--- config.mk ---
export PLATFORM = sky130hd
export DESIGN_NAME = divisor_param
export DESIGN_NICKNAME = d
export VERILOG_FILES = /design/src/rtl/divisor_param.sv
export SDC_FILE = /design/constraint.sdc
export NUM_CORES = 1
export LEC_CHECK = 0
export CAP_MARGIN = 40
export CORE_UTILIZATION = 36
export CTS_CLUSTER_SIZE = 20
export DETAILED_ROUTE_END_ITERATION = 12
export PLACE_DENSITY_LB_ADDON = 0.12
export SLEW_MARGIN = 30
export SYNTH_ARGS = -nofsm -noshare
export SYNTH_HDL_FRONTEND = slang
export SYNTH_SLANG_ARGS = --single-unit
--- constraint.sdc ---
create_clock -name clk -period 5.9 [get_ports clk]
set_input_delay 0.59 -clock clk [delete_from_list [all_inputs] [get_ports clk]]
set_output_delay 0.59 -clock clk [all_outputs]
set_load 0.02 [all_outputs]
--- src/rtl/divisor_param.sv ---
// Parametrised sequential restoring divider with busy, divide-by-zero flag and done pulse.
// Define DIVISOR_SIGNED_EN to compile in per-operation two's-complement mode (selected by signo).
module divisor_param #(
  parameter int WIDTH = 8
) (
  input  logic             clk,
  input  logic             rst,
  input  logic             start,
  input  logic             signo,
  input  logic [WIDTH-1:0] numerador,
  input  logic [WIDTH-1:0] denominador,
  output logic [WIDTH-1:0] cociente,
  output logic [WIDTH-1:0] resto,
  output logic             done,
  output logic             ocupado,
  output logic             div_cero
);

  localparam int CW = $clog2(WIDTH + 1);
  localparam logic [CW-1:0] LAST_STEP = CW'(WIDTH - 1);

  typedef enum logic [1:0] {IDLE, CALC, FIX} state_t;

  state_t           state_q, state_d;
  logic [CW-1:0]    cnt_q, cnt_d;
  logic [WIDTH-1:0] rem_q, rem_d;
  logic [WIDTH-1:0] dvd_q, dvd_d;
  logic [WIDTH-1:0] den_q, den_d;
  logic [WIDTH-1:0] cociente_q, cociente_d;
  logic [WIDTH-1:0] resto_q, resto_d;
  logic             done_q, done_d;
  logic             div_cero_q, div_cero_d;
  logic             zero_q, zero_d;

  logic [WIDTH-1:0] num_mag, den_mag;
  logic [WIDTH-1:0] q_fix, r_fix;
  logic [WIDTH:0]   trial, diff;

`ifdef DIVISOR_SIGNED_EN
  logic neg_n_q, neg_n_d;
  logic neg_d_q, neg_d_d;

  always_comb begin
    num_mag = (signo && numerador[WIDTH-1])   ? -numerador   : numerador;
    den_mag = (signo && denominador[WIDTH-1]) ? -denominador : denominador;
  end
`else
  logic signo_unused;
  assign signo_unused = signo;

  always_comb begin
    num_mag = numerador;
    den_mag = denominador;
  end
`endif

  // The dividend register doubles as the quotient: its MSB feeds the remainder, a quotient bit enters at the LSB.
  always_comb begin
    trial = {rem_q, dvd_q[WIDTH-1]};
    diff  = trial - {1'b0, den_q};
  end

  always_comb begin
    if (zero_q) begin
      q_fix = '1;
      r_fix = dvd_q;
    end else begin
      q_fix = dvd_q;
      r_fix = rem_q;
`ifdef DIVISOR_SIGNED_EN
      if (neg_n_q ^ neg_d_q) q_fix = -dvd_q;
      if (neg_n_q)           r_fix = -rem_q;
`endif
    end
  end

  always_comb begin
    state_d    = state_q;
    cnt_d      = cnt_q;
    rem_d      = rem_q;
    dvd_d      = dvd_q;
    den_d      = den_q;
    cociente_d = cociente_q;
    resto_d    = resto_q;
    done_d     = 1'b0;
    div_cero_d = div_cero_q;
    zero_d     = zero_q;
`ifdef DIVISOR_SIGNED_EN
    neg_n_d    = neg_n_q;
    neg_d_d    = neg_d_q;
`endif
    case (state_q)
      IDLE: begin
        if (start) begin
          zero_d     = (denominador == '0);
          dvd_d      = (denominador == '0) ? numerador : num_mag;
          den_d      = den_mag;
          rem_d      = '0;
          cnt_d      = '0;
          div_cero_d = 1'b0;
`ifdef DIVISOR_SIGNED_EN
          neg_n_d    = signo & numerador[WIDTH-1];
          neg_d_d    = signo & denominador[WIDTH-1];
`endif
          state_d    = (denominador == '0) ? FIX : CALC;
        end
      end
      CALC: begin
        rem_d = diff[WIDTH] ? trial[WIDTH-1:0] : diff[WIDTH-1:0];
        dvd_d = {dvd_q[WIDTH-2:0], ~diff[WIDTH]};
        cnt_d = cnt_q + CW'(1);
        if (cnt_q == LAST_STEP) state_d = FIX;
      end
      FIX: begin
        cociente_d = q_fix;
        resto_d    = r_fix;
        div_cero_d = zero_q;
        done_d     = 1'b1;
        state_d    = IDLE;
      end
      default: state_d = IDLE;
    endcase
  end

  always_ff @(posedge clk) begin
    if (rst) begin
      state_q    <= IDLE;
      cnt_q      <= '0;
      rem_q      <= '0;
      dvd_q      <= '0;
      den_q      <= '0;
      cociente_q <= '0;
      resto_q    <= '0;
      done_q     <= 1'b0;
      div_cero_q <= 1'b0;
      zero_q     <= 1'b0;
`ifdef DIVISOR_SIGNED_EN
      neg_n_q    <= 1'b0;
      neg_d_q    <= 1'b0;
`endif
    end else begin
      state_q    <= state_d;
      cnt_q      <= cnt_d;
      rem_q      <= rem_d;
      dvd_q      <= dvd_d;
      den_q      <= den_d;
      cociente_q <= cociente_d;
      resto_q    <= resto_d;
      done_q     <= done_d;
      div_cero_q <= div_cero_d;
      zero_q     <= zero_d;
`ifdef DIVISOR_SIGNED_EN
      neg_n_q    <= neg_n_d;
      neg_d_q    <= neg_d_d;
`endif
    end
  end

  assign cociente = cociente_q;
  assign resto    = resto_q;
  assign done     = done_q;
  assign div_cero = div_cero_q;
  assign ocupado  = (state_q != IDLE);

endmodule
==> flow_metrics.tcl <==
set metrics [dict create \
    post-cts-setup-buffers 0 \
    synth_seq_cells 49 \
    p_leak_nw 1.053 \
    final_util 0.4561 \
    totalWireLength_mm 5.395 \
    peakVddDrop_v 0.0001114 \
    status "finished, final reports clean" \
    synth_fa_ha_area_frac 0.05567 \
    postSynthAreaPerCell_um2 8.103 \
    ys_seq_area_frac 0.4118 \
    muxShareOfSynthArea 0.07563 \
    power_frac_seq 0.485 \
    grt_pass1_wl_mm 9.163 \
    dieHeight_um 83.35 \
    h-tree-depth 2 \
    intPower_uw 520.0 \
    io_buffers 37 \
    ios 39 \
    avgRoutedWirePerCell_um 13.35 \
    finalCritPeriodShare 0.4399 \
    synth_edf_count 0 \
    synth_xor_area_frac 0.01103 \
    rsz0062_at_grt "no" \
    clk_pin_slew_ns 0.09 \
    initial_core_util 0.3730 \
    nFillCells 673 \
    core_area_um2 6386 \
    place_congestion 0.8150 \
    worst_pin_slew_ns 0.6759 \
    num_rows 29 \
    n_antenna_cell 0 \
    grt_pass1_vias 1940 \
    path_cells "inv_1 > ha_1 > fa_1 > nand2b_1 > a211oi_2 > mux2i_1 > nor2_4 > mux2_4 > o21ai_1" \
    critPathLaunchType "register" \
    tns_ns 0 \
    cp_slowest_cell "fa_1" \
    cts_sinks 49 \
    dieWidth_um 83.35 \
    clock_power_share 0.263 \
    synth.distinct_cells 36 \
    crit_type "reg -> reg" \
    totalPowerFinal_uw 750.8 \
    yosys-top-cells-area "dfxtp_1 41%, nand2_1 6.9%, nor2_1 6.9%, mux2i_1 6.3%, ha_1 4.7%" \
    drt_pass1_iterations 4 \
    synthFlopType "dfxtp_1" \
    final_antenna_net_count 0 \
    fin_skew_ns 0.007853 \
    cts_buffer_depth 2 \
    synthesis.area_um2 2382 \
    post-route-cell-area_um2 2913 \
    yosysTopAreaCellShare 0.4118 \
    hold_buffers 0 \
    synthCells 294 \
    antenna_found_initial 0 \
    crit_fanout 8 \
    worstPathRequired_ns 6.14 \
    slew-limit-headroom 0.5489 \
    place_area_um2 2814 \
    cts_made_buffers 5 \
    via_count 2054 \
    yosys.area_share.simple 0.2416 \
    grt_max_degree 44 \
    synth_top_family_by_area "simple AND/OR/NAND/NOR gates" \
    cts_root_buf "clkbuf_8" \
    place_hpwl_mm 3.941 \
    synth.net_count 324 \
    critPathTopFamily "adder cells" \
    hold_path.class "reg -> reg" \
    fmax_ghz 0.3853 \
    comb_power_share 0.252 \
    arrival_ns 2.83 \
    drt_iter0_markers 75 \
    finalSetupViolCount 0 \
    yosys_warnings 0 \
    die_area_um2 6946 \
    gr-total-overflow 0 \
    cts_resized 0 \
    grt.total_usage 0.1641 \
    synth_compound_area_frac 0.1618 \
    hold_viol 0 \
    power.density_nw_per_um2 257.8 \
    syn_to_final_growth_pct 22.27 \
    yosysTopAreaCell "dfxtp_1" \
    drv_slew 0 \
    async_flop_share 0 \
    route.detailed.drc 0 \
    worstSetupEndpointType "register" \
    post_drt_via_cell_ratio 5.084 \
    worstSkewPairLatency_ns 0.30 \
    nets 356 \
    maxCapViolCount 0 \
    min_period_ns 2.595 \
    crit_buf_inv 1 \
    power.switching_uw 230.8 \
    p_sw_frac 0.3074 \
    cts_tree "done" \
    crit_path_max_incr_delay_ns 0.42 \
    drive_above_1_share 0.06116 \
]
-- flip-flops by register name, summed over array words and instances, names as in the netlist --
name / count
div_cero: 1
rem_q: 8
cociente: 8
done: 1
den_q: 8
dvd_q: 8
state_q: 2
cnt_q: 4
zero_q: 1
resto: 8
-- cells in the mapped netlist, types with 2 or more instances --
master,number
a211oi_1,10
a21oi_1,18
a22oi_1,2
a311oi_1,7
clkbuf_1,16
dfxtp_1,49
ha_1,9
inv_1,11
mux2_4,2
mux2i_1,15
nand2_1,44
nand2b_1,6
nand3_1,3
nor2_1,44
nor2b_1,4
nor3_1,20
nor4_1,2
o21a_1,2
o21ai_0,3
o21ai_1,8
or4_1,2
xnor2_1,3
-- cell usage in the layout, fill, tap and decap left out, types with 3 or more instances in the layout --
cell,netlist,final
nand3_1,3,3
nor3_1,20,20
xnor2_1,3,3
dfxtp_1,49,49
a311oi_1,7,7
nand2_1,44,44
ha_1,9,9
a21oi_1,18,18
mux2i_1,15,15
nor2_1,44,43
o21ai_1,8,8
buf_4,0,3
o21ai_0,3,3
inv_1,11,11
clkdlybuf4s50_1,0,37
nand2b_1,6,6
a211oi_1,10,10
nor2b_1,4,4
clkbuf_8,0,5
-- final timing paths --
kind	start	endpoint	slack (ns)	cells past startpoint
max	dvd_q[7]	rem_q[1]	3.30	9
min	den_q[3]	den_q[3]	0.46	2
max reg2reg	dvd_q[7]	rem_q[1]	3.30	9
min reg2reg	den_q[3]	den_q[3]	0.46	2
-- area by class of cell --
type / instances / area, µm² / share of cell area
inverters: 11 / 41.29 / 0.01418
clock inverters: 2 / 15.01 / 0.005155
clock buffers: 6 / 72.57 / 0.02491
well taps: 77 / 96.34 / 0.03308
flip-flops and latches: 49 / 980.9 / 0.3368
multi-input cells: 218 / 1303 / 0.4472
repair buffers: 41 / 404.1 / 0.1387
-- through the flow --
step,setup slack (ns),hold WS (ns),cells
floorplan,3.606,0.4363,294
global placement,3.253,0.4456,394
detailed placement,3.310,0.4515,395
CTS,3.272,0.4640,403
global route,3.110,0.4841,404
finish,3.305,0.4603,404
-- layer usage --
metal  wire, µm  global-route usage
met3        182             0.02783
met1       2672              0.2222
met5          0                   0
met4         66             0.05643
met2       2474              0.2638
-- logic make-up (layout without fill, tap and decap cells) --
family	Yosys count	in the layout
XOR/XNOR	3	3
adder cells (fa/ha/maj)	10	10
AO/OA/AOI/OAI	58	58
flip-flops	49	49
buffers and inverters	27	60
multiplexers	17	17
AND/OR/NAND/NOR	130	130
-- worst reg2reg max path: stages, from the launching register on --
cell,delay [ns]
dfxtp_1,0.41
inv_1,0.08
ha_1,0.23
fa_1,0.42
nand2b_1,0.21
a211oi_2,0.24
mux2i_1,0.17
nor2_4,0.33
mux2_4,0.33
o21ai_1,0.11
-- power groups by stage --
| stage | Combinational (mW) | Sequential [mW] | Clock [mW] |
|---|---|---|---|
| final | 0.189 | 0.364 | 0.198 |
| after global routing | 0.211 | 0.367 | 0.217 |
| after CTS | 0.192 | 0.365 | 0.205 |
| after detailed placement | 0.192 | 0.373 | 0 |
| after global placement | 0.189 | 0.372 | 0 |
| after floorplan | 0.150 | 0.365 | 0 |
Note: power is estimated with default switching activity, not from simulation.
